--- config.mk ---
export PLATFORM = sky130hd
export DESIGN_NAME = tick_updown_cntr
export DESIGN_NICKNAME = d
export VERILOG_FILES = /design/src/rtl/tick_updown_cntr.sv
export SDC_FILE = /design/constraint.sdc
export NUM_CORES = 1
export LEC_CHECK = 0
export CORE_UTILIZATION = 57
export DETAILED_ROUTE_END_ITERATION = 6
export GPL_ROUTABILITY_DRIVEN = 0
export PLACE_DENSITY = 0.8
export SYNTH_ARGS = -nofsm -noshare
export SYNTH_HDL_FRONTEND = slang
export SYNTH_SLANG_ARGS = --single-unit
--- constraint.sdc ---
create_clock -name CLK -period 2.1 [get_ports CLK]
set_input_delay 0.42 -clock CLK [delete_from_list [all_inputs] [get_ports CLK]]
set_output_delay 0.42 -clock CLK [all_outputs]
set_load 0.02 [all_outputs]
--- src/rtl/tick_updown_cntr.sv ---
// tick_updown_cntr: a prescaler that divides CLK into a periodic tick. Each
// tick steps a modulo-(CNT_MAX+1) up/down counter.
//
// Ports:
//   CLK            in   system clock (post-BUFG)
//   FPGA_CPU_RESET in   synchronous active-high reset
//   en             in   1 = prescaler runs, 0 = prescaler holds (no ticks)
//   up_dn          in   step direction sampled on tick edges (1 = up)
//   load           in   synchronous load strobe, restarts the tick period
//   load_val       in   value to load; saturated to CNT_MAX
//   tick           out  registered one-cycle pulse per elapsed period
//   count          out  registered counter value, never above CNT_MAX
//   wrap           out  registered one-cycle pulse when count wraps
module tick_updown_cntr #(
  parameter int unsigned CLK_DIV = 200000000,
  parameter int unsigned DIV_W   = 28,
  parameter int unsigned CNT_W   = 4,
  parameter int unsigned CNT_MAX = 15
) (
  input  logic             CLK,
  input  logic             FPGA_CPU_RESET,
  input  logic             en,
  input  logic             up_dn,
  input  logic             load,
  input  logic [CNT_W-1:0] load_val,
  output logic             tick,
  output logic [CNT_W-1:0] count,
  output logic             wrap
);

  localparam logic [DIV_W-1:0] PRE_LAST = DIV_W'(CLK_DIV - 1);
  localparam logic [CNT_W-1:0] CNT_TOP  = CNT_W'(CNT_MAX);

  logic [DIV_W-1:0] r_pre;
  logic [CNT_W-1:0] r_count;
  logic             r_tick;
  logic             r_wrap;

  logic             w_tick_edge;
  logic [CNT_W-1:0] w_load_sat;
  logic [CNT_W-1:0] w_count_next;
  logic             w_wrap_next;

  // Tick edge: enabled cycle that closes the current period.
  assign w_tick_edge = en && (r_pre == PRE_LAST);

  // Out-of-range load values saturate to the terminal value.
  assign w_load_sat = (load_val > CNT_TOP) ? CNT_TOP : load_val;

  // Next count and wrap flag for a tick edge in the sampled direction.
  always_comb begin
    w_count_next = r_count;
    w_wrap_next  = 1'b0;
    if (up_dn) begin
      if (r_count == CNT_TOP) begin
        w_count_next = '0;
        w_wrap_next  = 1'b1;
      end else begin
        w_count_next = r_count + CNT_W'(1);
      end
    end else begin
      if (r_count == '0) begin
        w_count_next = CNT_TOP;
        w_wrap_next  = 1'b1;
      end else begin
        w_count_next = r_count - CNT_W'(1);
      end
    end
  end

  // Prescaler and counter state; reset beats load beats stepping.
  always_ff @(posedge CLK) begin
    if (FPGA_CPU_RESET) begin
      r_pre   <= '0;
      r_count <= '0;
      r_tick  <= 1'b0;
      r_wrap  <= 1'b0;
    end else if (load) begin
      // A coinciding tick is dropped and the period restarts from zero.
      r_pre   <= '0;
      r_count <= w_load_sat;
      r_tick  <= 1'b0;
      r_wrap  <= 1'b0;
    end else begin
      r_tick <= w_tick_edge;
      r_wrap <= w_tick_edge && w_wrap_next;
      if (w_tick_edge) begin
        r_pre   <= '0;
        r_count <= w_count_next;
      end else if (en) begin
        r_pre   <= r_pre + DIV_W'(1);
      end
    end
  end

  assign tick  = r_tick;
  assign count = r_count;
  assign wrap  = r_wrap;

endmodule
# --- Word-level counts from Yosys, hierarchy flattened ---
# Index checks and enable logic that the tools add are counted.
# Widths: inputs -> output; s select.
op_classes:
  add_sub_neg: 3
  order_cmp: 1
  n_eq_ne: 2
  muxes: 9
  reduce_logical: 6
op_table:
  columns: ["op", "n"]
  rows:
  - ["$add 28x1->28 const B", 1]
  - ["$eq 28x28->1 const B", 1]
  - ["$mux 4", 6]
  - ["$add 4x1->4 const B", 1]
  - ["$eq 4x4->1 const B", 1]
  - ["$gt 4x4->1 const B", 1]
  - ["$logic_not 4->1", 1]
  - ["$sub 4x1->4 const B", 1]
  - ["$mux 1", 3]
  - ["$reduce_or 3->1", 1]
  - ["$logic_and 1x1->1", 2]
  - ["$reduce_bool 2->1", 1]
  - ["$reduce_or 2->1", 1]
word_totals:
  reg_bits: 34
  out_inout_bits: 6
  elab_cells: 25

# --- Logic depth before layout (Yosys ltp) ---
logic_depth:
  word_depth: 5
  depth_mapped: 7

# --- Worst setup path after synthesis ---
# OpenSTA, ideal clock, no wires.
synth_timing:
  kind: "register to register"
  from: "reg r_pre[0]"
  to: "reg r_count[1], in the netlist count[1]"
  arrival_ns: 1.689
  t_required_ns: 1.978
  setup_slack_ns: 0.289
  stages_incl_launch_ff: 7
  n_path_buf: 1
  cell_sequence: "dfxtp_1 -> ha_1 -> nand4_1 -> nand4bb_1 -> clkbuf_1 -> or2_2 -> a311o_1"
synth_via:
  elab_chain_len: 3
synth_lines:
  columns: ["item", "line", "text"]
  rows:
  - ["start: declaration", "34", "logic [DIV_W-1:0] r_pre;"]
  - ["start signal: assignment", "91", "r_pre <= r_pre + DIV_W'(1);"]
  - ["$eq 28x28->1", "45", "assign w_tick_edge = en && (r_pre == PRE_LAST);"]
  - ["$logic_and 1x1->1", "45", null]
  - ["$reduce_bool 2->1 (no source line)", null, null]
  - ["end signal: assignment", "81", "r_count <= w_load_sat;"]
  - ["end signal: assignment", "89", "r_count <= w_count_next;"]
  - ["end: declaration", "35", "logic [CNT_W-1:0] r_count;"]
# Every way passes these cells.
# A chain may end at the register's enable or synchronous reset.

# --- Final worst setup path ---
layout_timing:
  from: "reg r_count[0], in the netlist count[0]"
  to: "out count[0]"
layout_rtl:
  columns: ["item", "line", "text"]
  rows:
  - ["end: declaration", "27", "output logic [CNT_W-1:0] count,"]
# No word-level cell between the ends.

==> flow_metrics.py <==
metrics = {
    "outcome": {
        "status": "finished clean",
    },
    "floorplanning": {
        "die_w_um": 58.1,
        "die_h_um": 58.1,
        "die_area_um2": 3380,
        "initial_core_util_pct": 59.3,
        "boundaryPins": 15,
        "core-area_um2": 3030,
        "rows": 20,
    },
    "finish": {
        "drive_gt1_share_pct": 10.7,
        "finalNonFillerCells": 277,
        "antennaDiodeCount": 0,
        "syn2layout_area_growth_pct": 16.4,
        "layout_common_cells": "dfxtp_1 (34), nor2_1 (22), a21oi_1 (15)",
        "fin_area_um2": 2090,
        "final_common_cell": "dfxtp_1",
        "layout.nets": 244,
        "fin_util_pct": 69.0,
    },
    "logic_synthesis": {
        "synthesis.instances": 211,
        "yosys-mux-area-fraction_pct": 1.74,
        "synth-main-ff-cell": "dfxtp_1",
        "synth_area_leaders": "dfxtp_1 (38%), nor2_1 (4.6%), a21oi_1 (4.2%), xor2_1 (3.9%), or4_1 (3.8%)",
        "synth_area_leader_cell": "dfxtp_1",
        "synth_compound_area_share_pct": 16.2,
        "synth_top_family_by_area": "simple AND/OR/NAND/NOR gates",
        "syn-num-nets": 223,
        "async_reset_ff_share_pct": 0,
        "avgSynthCellArea_um2": 8.51,
        "yosysUniqueCellTypes": 47,
        "yosysWarnings": 0,
        "ys_seq_area_share_pct": 37.9,
        "synth_area_um2": 1800,
        "yosys.area_share.adder_pct": 2.09,
        "synthSimpleGateAreaFrac_pct": 31.4,
        "synth-xor-area-share_pct": 6.83,
        "synth_top_area_share_pct": 37.9,
        "synth_edf_count": 0,
        "ys_ff_latch": 34,
    },
    "timing": {
        "worst_clock_skew_ns": 0.00848,
        "final_hold_viol_count": 0,
        "rsz0062_at_grt": "false",
        "max_freq_ghz": 0.508,
        "worst_pin_slew_ns": 0.500,
        "slew_headroom_pct": 65.8,
        "post-route-period-util_pct": 93.6,
        "slew_violations": 0,
        "setup_viol": 0,
        "post-route-min-period_ns": 1.97,
    },
    "setup_path": {
        "critPathArrivalTime_ns": 1.55,
        "critical_path.top_delay_family": "buffers and inverters",
        "crit_type": "register to output port",
        "path_max_fanout": 10,
        "worst_path_max_delay_cell": "clkdlybuf4s50_1",
        "crit_path_start_kind": "register",
        "cp_data_required_time_ns": 1.68,
        "worst-path-buf-inv": 1,
        "worstPathCellList": "clkdlybuf4s50_1",
        "endpoint_kind": "output port",
        "cpPeakStageDelay_ns": 0.68,
    },
    "drt": {
        "dr.max_layer_used": "met4",
        "wl_met3_um": 226,
        "drc": 0,
        "vias_per_cell": 6.26,
        "wl_met2_mm": 2.06,
        "wirelength_mm": 4.20,
        "drt_iter0_markers": 110,
        "vias": 1733,
        "wire_per_inst_um": 15.2,
        "final_antenna_net_count": 0,
        "drt_first_pass_iters": 4,
        "wl_met1_mm": 1.85,
    },
    "global_route": {
        "overflow": 0,
        "grt_pass1_vias": 1580,
        "grt_start_max_net_pins": 23,
        "antenna_found_initial": 0,
        "grt_pass1_wl_mm": 7.18,
        "grtUsageTotal_pct": 27.7,
    },
    "placement": {
        "numPortBuffers": 14,
        "placed_cells": 269,
        "hpwl_mm": 3.01,
        "placed_area_um2": 2030,
    },
    "power": {
        "p_leak_nw": 0.663,
        "power.density_nw_per_um2": 551,
        "max-vdd-ir-drop_uv": 414,
        "p_total_mw": 1.15,
    },
    "clock_network": {
        "cts_inserted_buffers": 5,
        "clock_sink_count": 34,
        "clock_latency_ns": 0.34,
        "clockRootBuffer": "clkbuf_4",
        "path_clk_slew_ns": 0.10,
        "cts_tree": "built",
        "htree_num_levels": 2,
        "ctsHoldBuffers": 0,
        "cts_setup_buffers": 0,
        "cts_resized": 0,
        "clockBufferDepth": 2,
    },
    "min_path": {
        "hold_path_class": "register to register",
    },
    "run": {
        "maxCapViolCount": 0,
    },
}
[logic make-up after synthesis]
logic type / Yosys count
compound gates: 44
xor+xnor: 14
mux: 3
simple gates: 96
flops: 34
buf+inv: 17
fa+ha+maj: 3
[synthesized netlist by cell type (2+ instances only)]
library cell,count
nand4_1,10
or4_1,9
o31ai_1,8
ha_1,3
dfxtp_1,34
nor3_1,2
nor4b_1,3
o2111ai_1,2
o21ai_0,5
nand3_1,11
buf_2,5
o211ai_1,2
o41ai_1,2
nor2_1,22
clkbuf_1,7
a21oi_1,15
nand2_1,10
and3_1,3
xnor2_1,6
or3_1,5
nand2b_1,2
and4_1,5
mux2i_1,2
xor2_1,8
inv_1,4
nor4_1,5
[per-stage QoR]
| step | setup TNS [ns] | hold WS, ns | setup WS (ns) |
|---|---|---|---|
| 6_report | 0 | 0.497 | 0.133 |
| 5_1_grt | 0 | 0.528 | 0.0328 |
| 4_1_cts | 0 | 0.499 | 0.130 |
| 3_3_place_gp | 0 | 0.462 | 0.0161 |
| 3_5_place_dp | -0.942 | 0.486 | -0.0858 |
| 2_1_floorplan | 0 | 0.448 | 0.289 |
[registers in the layout (all words and copies together) (netlist names)]
name	flops
tick	1
count	4
r_pre	28
wrap	1
[where the power goes]
part	internal [mW]	switching [mW]
Combinational	0.0532	0.0524
Clock	0.162	0.216
Sequential	0.651	0.0168
Total	0.867	0.285
[worst paths after layout]
check	startpoint	end	slack, ns	depth (start not counted)
min reg2reg	r_pre[25]$_SDFFE_PP0P_	r_pre[25]$_SDFFE_PP0P_	0.50	2
min	r_pre[25]$_SDFFE_PP0P_	r_pre[25]$_SDFFE_PP0P_	0.50	2
max	count[0]$_SDFFE_PP0P_	count[0]	0.13	1
max reg2reg	r_pre[0]$_SDFFE_PP0P_	count[0]$_SDFFE_PP0P_	0.21	6
[layer usage]
metal | GRT usage, % | vias to the layer above
met5 | 0 | -
met3 | 4.69 | 8
met2 | 45.6 | 59
met4 | 10.2 | 0
li1 | - | 842
met1 | 36.4 | 824
[cell type report]
type	count	area, µm²
clock buffer	7	55.1
clock inverter	1	5.00
fill	255	938
inverter	5	18.8
multi-input combinational	160	1040
sequential	34	681
tap	44	55.1
timing repair buffer	26	230
Power figures use the tool's default switching activity.
